`src/rtl/mem_arbiter_pkg.sv`:
```
// Shared definitions for the instruction/data memory arbiter.
package mem_arbiter_pkg;

  typedef enum logic [1:0] {
    IDLE  = 2'd0,
    ISSUE = 2'd1,
    WAIT  = 2'd2,
    DONE  = 2'd3
  } state_t;

  // RISC-V canonical NOP (addi x0, x0, 0); fetch data presented after reset.
  localparam logic [31:0] NOP_INSN        = 32'h0000_0013;
  localparam int unsigned LATENCY_DEFAULT = 2;
  localparam int unsigned CNT_W           = 3;

endpackage

```
`src/rtl/mem_arbiter.sv`:
```
// Arbiter sharing one single-port memory between instruction fetch and the
// MEM-stage data port. Data requests win ties; one access in flight at a time.
module mem_arbiter
  import mem_arbiter_pkg::*;
#(
  parameter int unsigned LATENCY = LATENCY_DEFAULT
) (
  input  logic        clk_i,
  input  logic        rst_i,
  input  logic        if_req_i,
  input  logic [31:0] if_addr_i,
  output logic [31:0] if_rdata_o,
  output logic        if_ready_o,
  input  logic        dm_req_i,
  input  logic        dm_we_i,
  input  logic [31:0] dm_addr_i,
  input  logic [31:0] dm_wdata_i,
  output logic [31:0] dm_rdata_o,
  output logic        dm_ready_o,
  output logic        mem_en_o,
  output logic        mem_we_o,
  output logic [29:0] mem_addr_o,
  output logic [31:0] mem_wdata_o,
  input  logic [31:0] mem_rdata_i,
  output logic        stall_o
);

  state_t           state;
  state_t           state_next;
  logic [CNT_W-1:0] cnt;
  logic             owner_dm;
  logic             we_q;

  // Byte-offset bits are deliberately ignored: accesses are word-granular.
  logic unused_addr_bits;
  assign unused_addr_bits = ^{if_addr_i[1:0], dm_addr_i[1:0]};

  // State register.
  always_ff @(posedge clk_i) begin
    if (rst_i) begin
      state <= IDLE;
    end else begin
      state <= state_next;
    end
  end

  // Next-state decode and strobe/handshake outputs.
  always_comb begin
    state_next = state;
    mem_en_o   = 1'b0;
    mem_we_o   = 1'b0;
    if_ready_o = 1'b0;
    dm_ready_o = 1'b0;
    unique case (state)
      IDLE: begin
        if (dm_req_i || if_req_i) begin
          state_next = ISSUE;
        end
      end
      ISSUE: begin
        mem_en_o   = 1'b1;
        mem_we_o   = we_q;
        state_next = WAIT;
      end
      WAIT: begin
        if (cnt == '0) begin
          state_next = DONE;
        end
      end
      DONE: begin
        if_ready_o = ~owner_dm;
        dm_ready_o = owner_dm;
        state_next = IDLE;
      end
      default: state_next = IDLE;
    endcase
    stall_o = (if_req_i & ~if_ready_o) | (dm_req_i & ~dm_ready_o);
  end

  // Grant latch, latency counter and per-requester read-data registers.
  always_ff @(posedge clk_i) begin
    if (rst_i) begin
      cnt         <= '0;
      owner_dm    <= 1'b0;
      we_q        <= 1'b0;
      mem_addr_o  <= '0;
      mem_wdata_o <= '0;
      if_rdata_o  <= NOP_INSN;
      dm_rdata_o  <= '0;
    end else begin
      unique case (state)
        IDLE: begin
          if (dm_req_i) begin
            owner_dm    <= 1'b1;
            we_q        <= dm_we_i;
            mem_addr_o  <= dm_addr_i[31:2];
            mem_wdata_o <= dm_wdata_i;
          end else if (if_req_i) begin
            owner_dm    <= 1'b0;
            we_q        <= 1'b0;
            mem_addr_o  <= if_addr_i[31:2];
          end
        end
        ISSUE: begin
          cnt <= CNT_W'(LATENCY - 1);
        end
        WAIT: begin
          if (cnt == '0) begin
            // Stores pass through the same states but leave read data untouched.
            if (!we_q) begin
              if (owner_dm) begin
                dm_rdata_o <= mem_rdata_i;
              end else begin
                if_rdata_o <= mem_rdata_i;
              end
            end
          end else begin
            cnt <= cnt - 1'b1;
          end
        end
        default: ;
      endcase
    end
  end

endmodule

```
`config.mk`:
```
export PLATFORM = sky130hd
export DESIGN_NAME = mem_arbiter
export DESIGN_NICKNAME = d
export VERILOG_FILES = /design/src/rtl/mem_arbiter_pkg.sv /design/src/rtl/mem_arbiter.sv
export SDC_FILE = /design/constraint.sdc
export NUM_CORES = 1
export LEC_CHECK = 0
export CAP_MARGIN = 20
export CORE_ASPECT_RATIO = 2
export CORE_UTILIZATION = 43
export DETAILED_ROUTE_END_ITERATION = 7
export PLACE_DENSITY = 0.85
export SLEW_MARGIN = 25
export SYNTH_ARGS = -nofsm -noshare
export SYNTH_HDL_FRONTEND = slang
export SYNTH_SLANG_ARGS = --single-unit
```
`constraint.sdc`:
```
create_clock -name clk_i -period 4.6 [get_ports clk_i]
set_input_delay 0.92 -clock clk_i [delete_from_list [all_inputs] [get_ports clk_i]]
set_output_delay 0.92 -clock clk_i [all_outputs]
set_load 0.02 [all_outputs]
```
==> impl_metrics.tcl <==
set metrics [dict create \
    maxCapViolCount 0 \
    antenna_left 0 \
    status "finished, final reports clean" \
    dieHeight_um 159 \
    clk_latency_ns 0.40 \
    hold_violations 0 \
    critical_path.max_fanout 4 \
    skew_ns 0.0103 \
    reg2regPathDepth 6 \
    r2r_slack_ns 2.30 \
    synth_seq_area_share_pct 50.4 \
    grt_overflow 0 \
    cts_sinks 133 \
    worstMarginPinSlew_ns 0.881 \
    gp_congestion 0.822 \
    hpwlAfterDp_mm 12.2 \
    seq_area_um2 2660 \
    hold_end "if_rdata_o[15]$_SDFFE_PP0P_" \
    path_cells "clkdlybuf4s50_1, inv_1, nor2_1, a2bb2oi_1, clkdlybuf4s50_1" \
    path_clk_slew_ns 0.06 \
    num_io_pins 264 \
    cts_setup_buffers 0 \
    timing.hold.ws_ns 0.455 \
    synth_nets 746 \
    drtIter0Drc 248 \
    multi_input_area_um2 2320 \
    min_from "if_rdata_o[15]$_SDFFE_PP0P_" \
    peakVddDrop_mv 0.391 \
    slew_headroom_pct 41.3 \
    power_leakage_nw 3.06 \
    ctsHoldBuffers 0 \
    endpoint_kind "output pin" \
    clk_path_buf_depth 2 \
    synthTopCellsByArea "dfxtp_1, nand2_1, a21oi_1, a211oi_2, mux2i_1" \
    grt_setup_unrepaired "false" \
    dieWidth_um 80.4 \
    synth_cells 607 \
    critPathMostFrequentCell "clkdlybuf4s50_1" \
    whs_path_depth 2 \
    post_cts_resized 0 \
    setup-violations-final 0 \
    slowest_delay_ns 0.63 \
    synth_largest_area_cell "dfxtp_1" \
    final_area_um2 8400 \
    synth_top_area_share_pct 50.4 \
    n_antenna_cell 0 \
    fin_crit_ns 3.35 \
    post-route-period-util_pct 72.8 \
    synth.distinct_cells 27 \
    antenna_found_initial 0 \
    grt_pass1_vias 5231 \
    tritoncts "yes" \
    final.setup.tns_ns 0 \
    cts_buffers 17 \
    syn_area_per_cell_um2 8.70 \
    grt_max_degree 49 \
    syn_area_um2 5280 \
    powerDensity_nw_per_um2 516 \
    hp-class "register to register" \
    portBuffers 259 \
    cts_root_buf "clkbuf_16" \
    ys_ff_latch 133 \
    worst_path_max_delay_cell "clkdlybuf4s50_1" \
    initial_core_util_pct 44.6 \
    arrival_ns 2.43 \
    num_rows 56 \
    wire_per_inst_um 16.4 \
    fillCellCount 853 \
    htree_levels 4 \
    start_kind "input pin" \
    critical_path_class "input pin to output pin" \
    first_pass_iters 5 \
    grt_usage_pct 25.9 \
    ys_warn_count 0 \
    via_per_inst 5.11 \
    place_area_um2 7810 \
    drcViolationCount 0 \
    layout-drive-gt1-share_pct 8.75 \
    slew_viol_final 0 \
    timing.rr.end "mem_addr_o[23]$_SDFFE_PP0P_" \
    final_nets 983 \
    via_count 5118 \
    grt_first_pass_wirelength_mm 25.2 \
    crit_required_ns 3.68 \
    syn2layout_area_growth_pct 59.1 \
    die_area_um2 12800 \
    coreArea_um2 11800 \
    r2r-start "state[0]$_SDFFE_PP0P_" \
    max_freq_mhz 299 \
    drt-total-wl_mm 16.4 \
]
## cell families (layout without fill, tap and decap cells)
group / count (synthesis) / in the layout / synth area share (%)
and+or+nand+nor: 247 / 247 / 18.7
AOI/OAI and AO/OA: 136 / 136 / 17.5
DFF: 133 / 133 / 50.4
buffers and inverters: 54 / 304 / 6.14
muxes: 31 / 31 / 5.88
adders and majority gates: 6 / 6 / 1.42
## cell type report
type                            instances  share of cell area [%]
Sequential cell                       133                    31.7
Clock buffer                           21                    5.72
Tap cell                              145                    2.16
Inverter                                6                   0.268
Multi-Input combinational cell        420                    27.6
Clock inverter                         11                    1.19
Timing Repair Buffer                  266                    31.4
## metrics by stage
step	util (%)	setup WS (ns)	power, mW	cells
6_report	70.9	1.25	4.33	1002
5_1_grt	70.9	1.18	4.53	1002
4_1_cts	70.8	1.27	4.35	1002
3_5_place_dp	65.9	1.28	3.05	970
3_3_place_gp	65.9	1.24	2.98	970
2_1_floorplan	-	2.02	2.43	607
## power by group
part	total, mW	internal [mW]	switching, mW
clock	1.30	0.801	0.495
combinational	1.54	0.684	0.856
sequential	1.50	1.37	0.121
total	4.33	2.86	1.47
## flip-flops by register name, indices dropped and copies added (netlist names)
| signal | cells |
|---|---|
| cnt | 3 |
| dm_rdata_o | 32 |
| if_rdata_o | 32 |
| mem_addr_o | 30 |
| mem_wdata_o | 32 |
| owner_dm | 1 |
| state | 2 |
| we_q | 1 |
## cells in the final DEF (no fill, tap or decap), drive strengths merged
cell type / instances
a211oi: 31
a21oi: 97
a22oi: 1
a2bb2oi: 1
and2: 4
and4b: 1
and4bb: 1
buf: 9
bufinv: 1
clkbuf: 21
clkdlybuf4s50: 257
clkinv: 7
clkinvlp: 2
dfxtp: 133
ha: 6
inv: 7
mux2i: 31
nand2: 187
nand2b: 4
nand4b: 1
nand4bb: 1
nor2: 40
nor2b: 2
nor3: 6
o21a: 3
o21ai: 3
## Yosys cell counts
cell / number
a211oi_1: 1
a211oi_2: 30
a21oi_1: 97
a22oi_1: 1
a2bb2oi_1: 1
and2_1: 4
and4b_1: 1
and4bb_1: 1
buf_1: 1
buf_2: 13
buf_4: 8
buf_6: 9
clkbuf_1: 15
clkbuf_4: 2
dfxtp_1: 133
ha_1: 6
inv_1: 6
mux2i_1: 31
nand2_1: 187
nand2b_1: 4
nand4b_1: 1
nand4bb_1: 1
nor2_1: 40
nor2b_1: 2
nor3_1: 6
o21a_1: 3
o21ai_0: 3
## critical path, delay by kind of cell
kind                   cells  cell delay [ns]
buffers and inverters      3             1.24
AOI/OAI and AO/OA          1             0.16
and+or+nand+nor            1             0.12
## worst max path at each step
| stage | slack [ns] | cells after the start | endpoint | start |
|---|---|---|---|---|
| finish | 1.25 | 5 | stall_o | if_req_i |
| global route | 1.18 | 5 | stall_o | if_req_i |
| CTS | 1.27 | 5 | stall_o | if_req_i |
| detailed placement | 1.28 | 5 | stall_o | if_req_i |
| global placement | 1.24 | 5 | stall_o | if_req_i |
| floorplan | 2.02 | 3 | stall_o | dm_req_i |
## layer usage
layer,vias up,GRT usage [%],share of wire (%)
met3,72,6.67,6.1
met1,2326,23.9,34
met5,-,0,0
met2,241,46.3,53
met4,0,19.3,6.7
li1,2479,-,-
(Power assumes the default switching activity.)
